File: src/rtl/mem_arb_pkg.sv
// mem_arb_pkg: shared widths, FSM states and grant ids for the memory arbiter
package mem_arb_pkg;
    localparam int ADDR_W = 32;
    localparam int DATA_W = 32;
    localparam int BE_W = 4;
    typedef enum logic [1:0] {IDLE, GNT_I, GNT_D} state_t;
    typedef enum logic {GID_I, GID_D} gnt_id_t;
endpackage

File: src/rtl/mem_arb_timer.sv
// mem_arb_timer: counts stalled grant cycles and flags the one that reaches the limit
module mem_arb_timer #(
    parameter int W = 8
) (
    input  logic         clk,
    input  logic         reset,
    input  logic         clear,
    input  logic         enable,
    input  logic [W-1:0] limit,
    output logic         expired
);
    logic [W-1:0] count;
    always_ff @(posedge clk or negedge reset) begin
        if (!reset) count <= '0;
        else if (clear) count <= '0;
        else if (enable) count <= count + W'(1);
    end
    // a zero limit never expires, so the wrapping count is harmless then
    assign expired = enable && limit != '0 && count + W'(1) == limit;
endmodule

File: src/rtl/mem_arbiter.sv
// mem_arbiter: round-robin arbiter sharing one memory port between fetch and data requesters
module mem_arbiter
    import mem_arb_pkg::*;
#(
    parameter int TIMEOUT_CYCLES = 255
) (
    input  logic              clk,
    input  logic              reset,
    input  logic              i_req,
    input  logic [ADDR_W-1:0] i_addr,
    output logic              i_ack,
    output logic [DATA_W-1:0] i_rdata,
    output logic              i_err,
    input  logic              d_req,
    input  logic              d_we,
    input  logic [ADDR_W-1:0] d_addr,
    input  logic [DATA_W-1:0] d_wdata,
    input  logic [BE_W-1:0]   d_be,
    output logic              d_ack,
    output logic [DATA_W-1:0] d_rdata,
    output logic              d_err,
    output logic              mem_req,
    output logic              mem_we,
    output logic [ADDR_W-1:0] mem_addr,
    output logic [DATA_W-1:0] mem_wdata,
    output logic [BE_W-1:0]   mem_be,
    input  logic              mem_ack,
    input  logic [DATA_W-1:0] mem_rdata
);
    localparam int TW = $clog2(TIMEOUT_CYCLES + 2);
    state_t state, state_n;
    gnt_id_t last_gnt;
    logic pick_i, pick_d, in_gnt, expired, fin;
    // a port whose ack is out this cycle is still holding its finished request
    assign pick_i = i_req && !i_ack && (!(d_req && !d_ack) || last_gnt == GID_D);
    assign pick_d = d_req && !d_ack && !pick_i;
    assign in_gnt = state != IDLE;
    assign fin = in_gnt && (mem_ack || expired);
    mem_arb_timer #(.W(TW)) u_timer (
        .clk    (clk),
        .reset  (reset),
        .clear  (!in_gnt),
        .enable (in_gnt && !mem_ack),
        .limit  (TW'(TIMEOUT_CYCLES)),
        .expired(expired)
    );
    always_comb begin
        state_n = state;
        if (!in_gnt) state_n = pick_i ? GNT_I : pick_d ? GNT_D : IDLE;
        else if (fin) state_n = IDLE;
    end
    always_ff @(posedge clk or negedge reset) begin
        if (!reset) state <= IDLE;
        else state <= state_n;
    end
    always_ff @(posedge clk or negedge reset) begin
        if (!reset) begin
            last_gnt  <= GID_D;
            i_ack     <= 1'b0;
            i_rdata   <= '0;
            i_err     <= 1'b0;
            d_ack     <= 1'b0;
            d_rdata   <= '0;
            d_err     <= 1'b0;
            mem_req   <= 1'b0;
            mem_we    <= 1'b0;
            mem_addr  <= '0;
            mem_wdata <= '0;
            mem_be    <= '0;
        end else begin
            i_ack <= fin && state == GNT_I;
            d_ack <= fin && state == GNT_D;
            i_err <= fin && state == GNT_I && !mem_ack;
            d_err <= fin && state == GNT_D && !mem_ack;
            if (fin && state == GNT_I) i_rdata <= mem_ack ? mem_rdata : '0;
            if (fin && state == GNT_D) d_rdata <= mem_ack && !mem_we ? mem_rdata : '0;
            if (fin) mem_req <= 1'b0;
            if (!in_gnt && (pick_i || pick_d)) begin
                mem_req   <= 1'b1;
                last_gnt  <= pick_i ? GID_I : GID_D;
                mem_we    <= pick_d && d_we;
                mem_addr  <= pick_i ? i_addr : d_addr;
                mem_wdata <= pick_i ? '0 : d_wdata;
                mem_be    <= pick_i ? '1 : d_be;
            end
        end
    end
endmodule

File: config.mk
export PLATFORM = sky130hd
export DESIGN_NAME = mem_arbiter
export DESIGN_NICKNAME = d
export VERILOG_FILES = /design/src/rtl/mem_arb_pkg.sv /design/src/rtl/mem_arb_timer.sv /design/src/rtl/mem_arbiter.sv
export SDC_FILE = /design/constraint.sdc
export NUM_CORES = 1
export LEC_CHECK = 0
export BUFFER_PORTS_ARGS = -buffer_cell sky130_fd_sc_hd__buf_2
export CAP_MARGIN = 10
export CORE_ASPECT_RATIO = 1.75
export CORE_MARGIN = 2
export CORE_UTILIZATION = 50
export DETAILED_ROUTE_END_ITERATION = 8
export PLACE_DENSITY = 0.86
export SETUP_SLACK_MARGIN = 0.3
export SLEW_MARGIN = 15
export SYNTH_ARGS = -nofsm -noshare
export SYNTH_HDL_FRONTEND = slang
export SYNTH_SLANG_ARGS = --single-unit
export TNS_END_PERCENT = 1
File: constraint.sdc
create_clock -name clk -period 4.2 [get_ports clk]
set_input_delay 0.84 -clock clk [delete_from_list [all_inputs] [get_ports clk]]
set_output_delay 0.84 -clock clk [all_outputs]
set_load 0.02 [all_outputs]
; After elaboration in Yosys (flattened, before gate mapping)
; Cells that the tools add are included.
[totals]
n_memories = 0
in_bits = 138
rom_bits = 0
wordCells = 60
latchBits = 0
ramBits = 0
register_bits = 150
out_inout_bits = 138
[classes]
mux = 14
n_bitwise = 0
eq_ne = 5
n_mul = 0
n_shift = 0
div = 0
n_addsub = 1
order_cmp = 0
n_reduce_logical = 26
[op_table]
columns = op, n
row1 = 32-bit 2-to-1 mux, 4
row2 = 9-bit 2-to-1 mux, 2
row3 = 1-bit logical AND, 14
row4 = "9-bit by 1-bit adder with 9-bit output, second input constant", 1
row5 = "9-bit by 8-bit == test with 1-bit output, second input constant", 1
row6 = 2-bit 2-to-1 mux, 4
row7 = 1-bit zero test, 7
row8 = 4-bit 2-to-1 mux, 1
row9 = "2-bit by 1-bit != test with 1-bit output, second input constant", 2
row10 = 2-bit nonzero test, 2
row11 = 1-bit logical OR, 3
row12 = 1-bit 2-to-1 mux, 3
row13 = "2-bit by 1-bit == test with 1-bit output, second input constant", 1
row14 = "2-bit == test, second input constant", 1

; Logic depth before layout (Yosys ltp)
[depth]
ltp_word = 10
mapped_depth = 7
depth_no_buf = 6

; Modules after synthesis
; Synthesis repeated with hierarchy kept, for this count alone.
[hier_totals]
cells_unflattened = 606
hier_area_um2 = 6964.2
[modules_own_cells]
columns = mod, instances, area_each_um2, cells_each, seq_area_each_um2
row1 = mem_arbiter, 1, 6239.7, 517, 3529.6
row2 = mem_arb_timer, 1, 724.4, 89, 225.2

; Worst setup path after synthesis
; Ideal clock, no wire load.
[synth_path]
kind = input to register
startpoint = input d_req
endpoint = register mem_addr[29]
path_stages = 7
setup_time_ns = 0.083
arrival_time_ns = 2.204
path_buffers = 2
path_slack_ns = 1.913
required_ns = 4.117
cell_sequence = nor2b_1 a21oi_1 o21ai_1 clkbuf_1 clkbuf_1 nand2_1 o21ai_0
[synth_via]
elab_chain_cells = 8
word_cells_on_any_way = 9
classes_between = mux (1) / reduce/logical (8)
[synth_lines]
columns = element, line
row1 = from (decl), mem_arbiter.sv:14  ; input logic d_req,
row2 = 1-bit logical AND *, "mem_arbiter.sv:35, mem_arbiter.sv:36"
row3 = 1-bit zero test, mem_arbiter.sv:35  ; assign pick_i = i_req && !i_ack && (!(d_req && !d_ack) || last_gnt == GID_D);
row4 = 1-bit logical OR, mem_arbiter.sv:35
row5 = 1-bit logical AND, mem_arbiter.sv:35
row6 = 1-bit zero test, mem_arbiter.sv:36  ; assign pick_d = d_req && !d_ack && !pick_i;
row7 = 1-bit logical AND, mem_arbiter.sv:36
row8 = 1-bit logical OR, mem_arbiter.sv:78  ; if (!in_gnt && (pick_i || pick_d)) begin
row9 = 1-bit logical AND, mem_arbiter.sv:78
row10 = to (signal assigned), mem_arbiter.sv:82  ; mem_addr <= pick_i ? i_addr : d_addr;
row11 = to (decl), mem_arbiter.sv:24  ; output logic [ADDR_W-1:0] mem_addr,
; Every way passes the cells marked *; elsewhere a longest branch is shown, timed or not.
; A chain may end at the register's enable or synchronous reset.

; Worst setup path after layout
[layout_path]
startpoint = register u_timer.count[0]
endpoint = register d_rdata[30]
[layout_via]
elab_chain_cells = 6
[layout_lines]
columns = element, line
row1 = from (decl), mem_arb_timer.sv:12  ; logic [W-1:0] count;
row2 = from (signal assigned), mem_arb_timer.sv:16  ; else if (enable) count <= count + W'(1);
row3 = 9-bit by 1-bit adder with 9-bit output, mem_arb_timer.sv:19  ; assign expired = enable && limit != '0 && count + W'(1) == limit;
row4 = 9-bit by 8-bit == test with 1-bit output, mem_arb_timer.sv:19
row5 = 1-bit logical AND, mem_arb_timer.sv:19
row6 = 1-bit logical OR, mem_arbiter.sv:38  ; assign fin = in_gnt && (mem_ack || expired);
row7 = 1-bit logical AND, mem_arbiter.sv:38
row8 = 1-bit logical AND, mem_arbiter.sv:76  ; if (fin && state == GNT_D) d_rdata <= mem_ack && !mem_we ? mem_rdata : '0;
row9 = to (signal assigned), mem_arbiter.sv:76
row10 = to (decl), mem_arbiter.sv:20  ; output logic [DATA_W-1:0] d_rdata,
; Every way passes these cells.

==> metrics.md <==
| Metric | Value |
|---|---|
| Max Clock Skew | `0.01191 ns` |
| Inserted Diodes | `0` |
| IO Count | `276` |
| CTS Buf Count | `17` |
| DP Wirelength | `11.84 mm` |
| Post-synthesis cell count | `454` |
| Slew margin rel. | `0.4313` |
| Core region area | `11580 um2` |
| Via/cell ratio | `5.555` |
| Number of max-cap violations | `0` |
| Synth cell types | `36` |
| Leak | `4.121 nW` |
| # rows | `52` |
| Final worst path period share | `0.6490` |
| Die area | `12800 um2` |
| Final hold vios | `0` |
| Clock transition at path regs | `0.06 ns` |
| CP endpoint kind | `register` |
| Arrival time at the worst endpoint | `3.01 ns` |
| Max incr delay on CP | `0.67 ns` |
| Wirelength, routed | `16.47 mm` |
| Crit path max-delay cell type | `nand3b_2` |
| Fraction of layout cells with a size suffix above 1 | `0.4858` |
| CTS H-tree depth | `4` |
| Top FF cell, synth | `dfrtp_1` |
| P per Cell Area | `824.8 nW/um2` |
| First-pass GRT wire length | `25.61 mm` |
| Met1 Track Usage GR | `0.2909` |
| Die Ht | `148.2 um` |
| Initial antenna violation count | `0` |
| ANT nets after route | `0` |
| FMAX | `366.8 MHz` |
| Startpoint types | `register` |
| Chip width | `86.37 um` |
| Slew @ Worst Pin | `0.8530 ns` |
| Reg2reg setup slack | `1.47 ns` |
| Placed inst area | `7423 um2` |
| Worst Path Required | `4.48 ns` |
| Worst skew pair latency | `0.41 ns` |
| Most frequent cells in the layout | `274 x buf_2, 149 x dfrtp_1, 66 x a22o_1` |
| Clk sinks | `150` |
| PortBufs | `275` |
| Minimum clock period | `2.726 ns` |
| CTS resizes | `0` |
| Status | `finished, final reports clean` |
| Maximum vdd drop | `0.6068 mV` |
| Vias in the first global route | `5028` |
| Number of synthesized flops with an enable pin | `0` |
| Setup tns final | `0 ns` |
| Iter 0 DRT Violations | `254` |
| Starting Density | `0.5126` |
| Number of remaining DRC errors | `0` |
| Total GRT Usage | `0.2595` |
| Drt first pass iters | `4` |
| CTS Root Cell | `clkbuf_16` |
| Critical-path maximum fanout | `33` |
| Non-Filler Instances | `874` |
| Largest family of logic cells by synthesized area | `compound AO/OA/AOI/OAI gates` |
| Most common cell after layout, fill and taps aside | `buf_2` |
| Setup Crit Path Kind | `register to register` |
| GRT busiest layer | `met2` |
| Mux cell area share after synthesis | `0.05564` |
| Maximum clock insertion buffer count | `2` |
| Compound-Gate Fraction of Synth Area | `0.2011` |
| Fill count | `845` |
| Post-Synth XOR/XNOR Area | `0.01328` |
| Synth async-reset ratio | `1.000` |
| Met2 Use GR | `0.4569` |
| Max Slew Vio Count | `0` |
| WL/cell | `18.84 um` |
| Aggregate global routing overflow | `0` |
| Met3 GRT Util | `0.07325` |
| Yosys Warn Count | `0` |
| Placed Cells | `842` |
| Area grow syn2layout | `34.20%` |
| Crit path cell chain | `ha_1 > and4_2 > mux2i_1 > o221ai_1 > nand3b_2 > a22o_1` |
| Routability cong. | `0.8960` |
| Synthesized cell area | `5937 um2` |
| CTS tree | `done` |
| # setup viols final | `0` |
| Setup ws final | `1.474 ns` |
| Cell family with most CP delay | `simple AND/OR/NAND/NOR gates` |
| Design area | `7968 um2` |
| Post-Route Utilization | `0.6880` |
| HP Class | `input port to asynchronous set/reset pin` |
| Post-Synth Adder-Cell Area | `0.004215` |
| Synth Register Bits | `150` |
| Post-CTS Hold Buffers | `0` |
| Hold slack | `0.4606 ns` |
| Setup Fix Bufs, Post-CTS | `0` |
| Final-stage net count | `866` |
| Simple-Gate Fraction of Synth Area | `0.06238` |
| Post-place setup slack | `1.376 ns` |
| Syn Area/Cell | `13.08 um2` |
| Largest net degree at the start of global routing | `94` |
| Synth Net Count | `594` |
| Buf/Inv on CP | `0` |
| Pwr Total | `6.572 mW` |
| Seq/Total Area, Yosys | `0.6325` |
| RSZ-0062 raised after global routing | `false` |
| Routed via count | `4855` |
## synth_stat cells, types with 2 or more instances
cell	count	area (um2)
buf_2	3	15.01
nor2b_1	2	12.51
nand3b_2	2	22.52
nand2_1	37	138.9
nand4_1	3	18.77
nor3_1	3	15.01
xor2_1	5	43.79
nor2_1	17	63.81
ha_1	2	25.02
xnor2_1	4	35.03
a21oi_1	6	30.03
mux2i_1	33	330.3
o21ai_0	33	165.2
inv_1	5	18.77
o22a_1	5	43.79
nand2b_1	4	25.02
nor4_1	2	12.51
a22o_1	66	578.1
dfrtp_1	149	3729
a22o_2	32	320.3
buf_6	6	67.56
clkbuf_1	21	78.83
## final timing paths
| kind | endpoint | start | cells after the start |
|---|---|---|---|
| setup reg to reg | d_rdata[30] | u_timer.count[0] | 6 |
| setup / recovery | d_rdata[30] | u_timer.count[0] | 6 |
| hold reg to reg | mem_addr[29] | mem_addr[29] | 2 |
| min in group clk | mem_addr[29] | mem_addr[29] | 2 |
| max in group asynchronous | last_gnt | reset | 2 |
| hold / removal | i_rdata[4] | reset | 1 |
## power breakdown
group / switching, mW / leakage, nW / internal, mW
Sequential: 0.380 / 1.86 / 2.07
Clock: 0.625 / 0.254 / 0.774
Combinational: 1.66 / 2.01 / 1.06
Total: 2.67 / 4.12 / 3.90
## kinds of logic after synthesis
group	count (synthesis)
flops	150
compound gates	147
simple gates	77
buf+inv	36
mux	33
xor+xnor	9
fa+ha+maj	2
## flip-flops by register name, indices dropped and copies added (netlist names), 2 cells and up
register	count
d_rdata	32
mem_addr	32
i_rdata	32
u_timer.count	9
mem_be	4
mem_wdata	32
state	2
## metal layers
layer / wire (um) / vias to the layer above
li1: - / 2216
met1: 5962 / 2396
met2: 8985 / 225
met3: 1220 / 18
met4: 297 / 0
met5: 0 / -
## area by class of cell
| type | instances | area [um2] | area share |
|---|---|---|---|
| clock buffers | 19 | 432.9 | 0.05433 |
| clock inverters | 13 | 111.4 | 0.01398 |
| inverters | 5 | 18.77 | 0.002356 |
| multi-input cells | 268 | 2031 | 0.2549 |
| flip-flops and latches | 150 | 3755 | 0.4713 |
| well taps | 135 | 168.9 | 0.02120 |
| repair buffers | 284 | 1450 | 0.1820 |
Note: power is estimated with default switching activity, not from simulation.
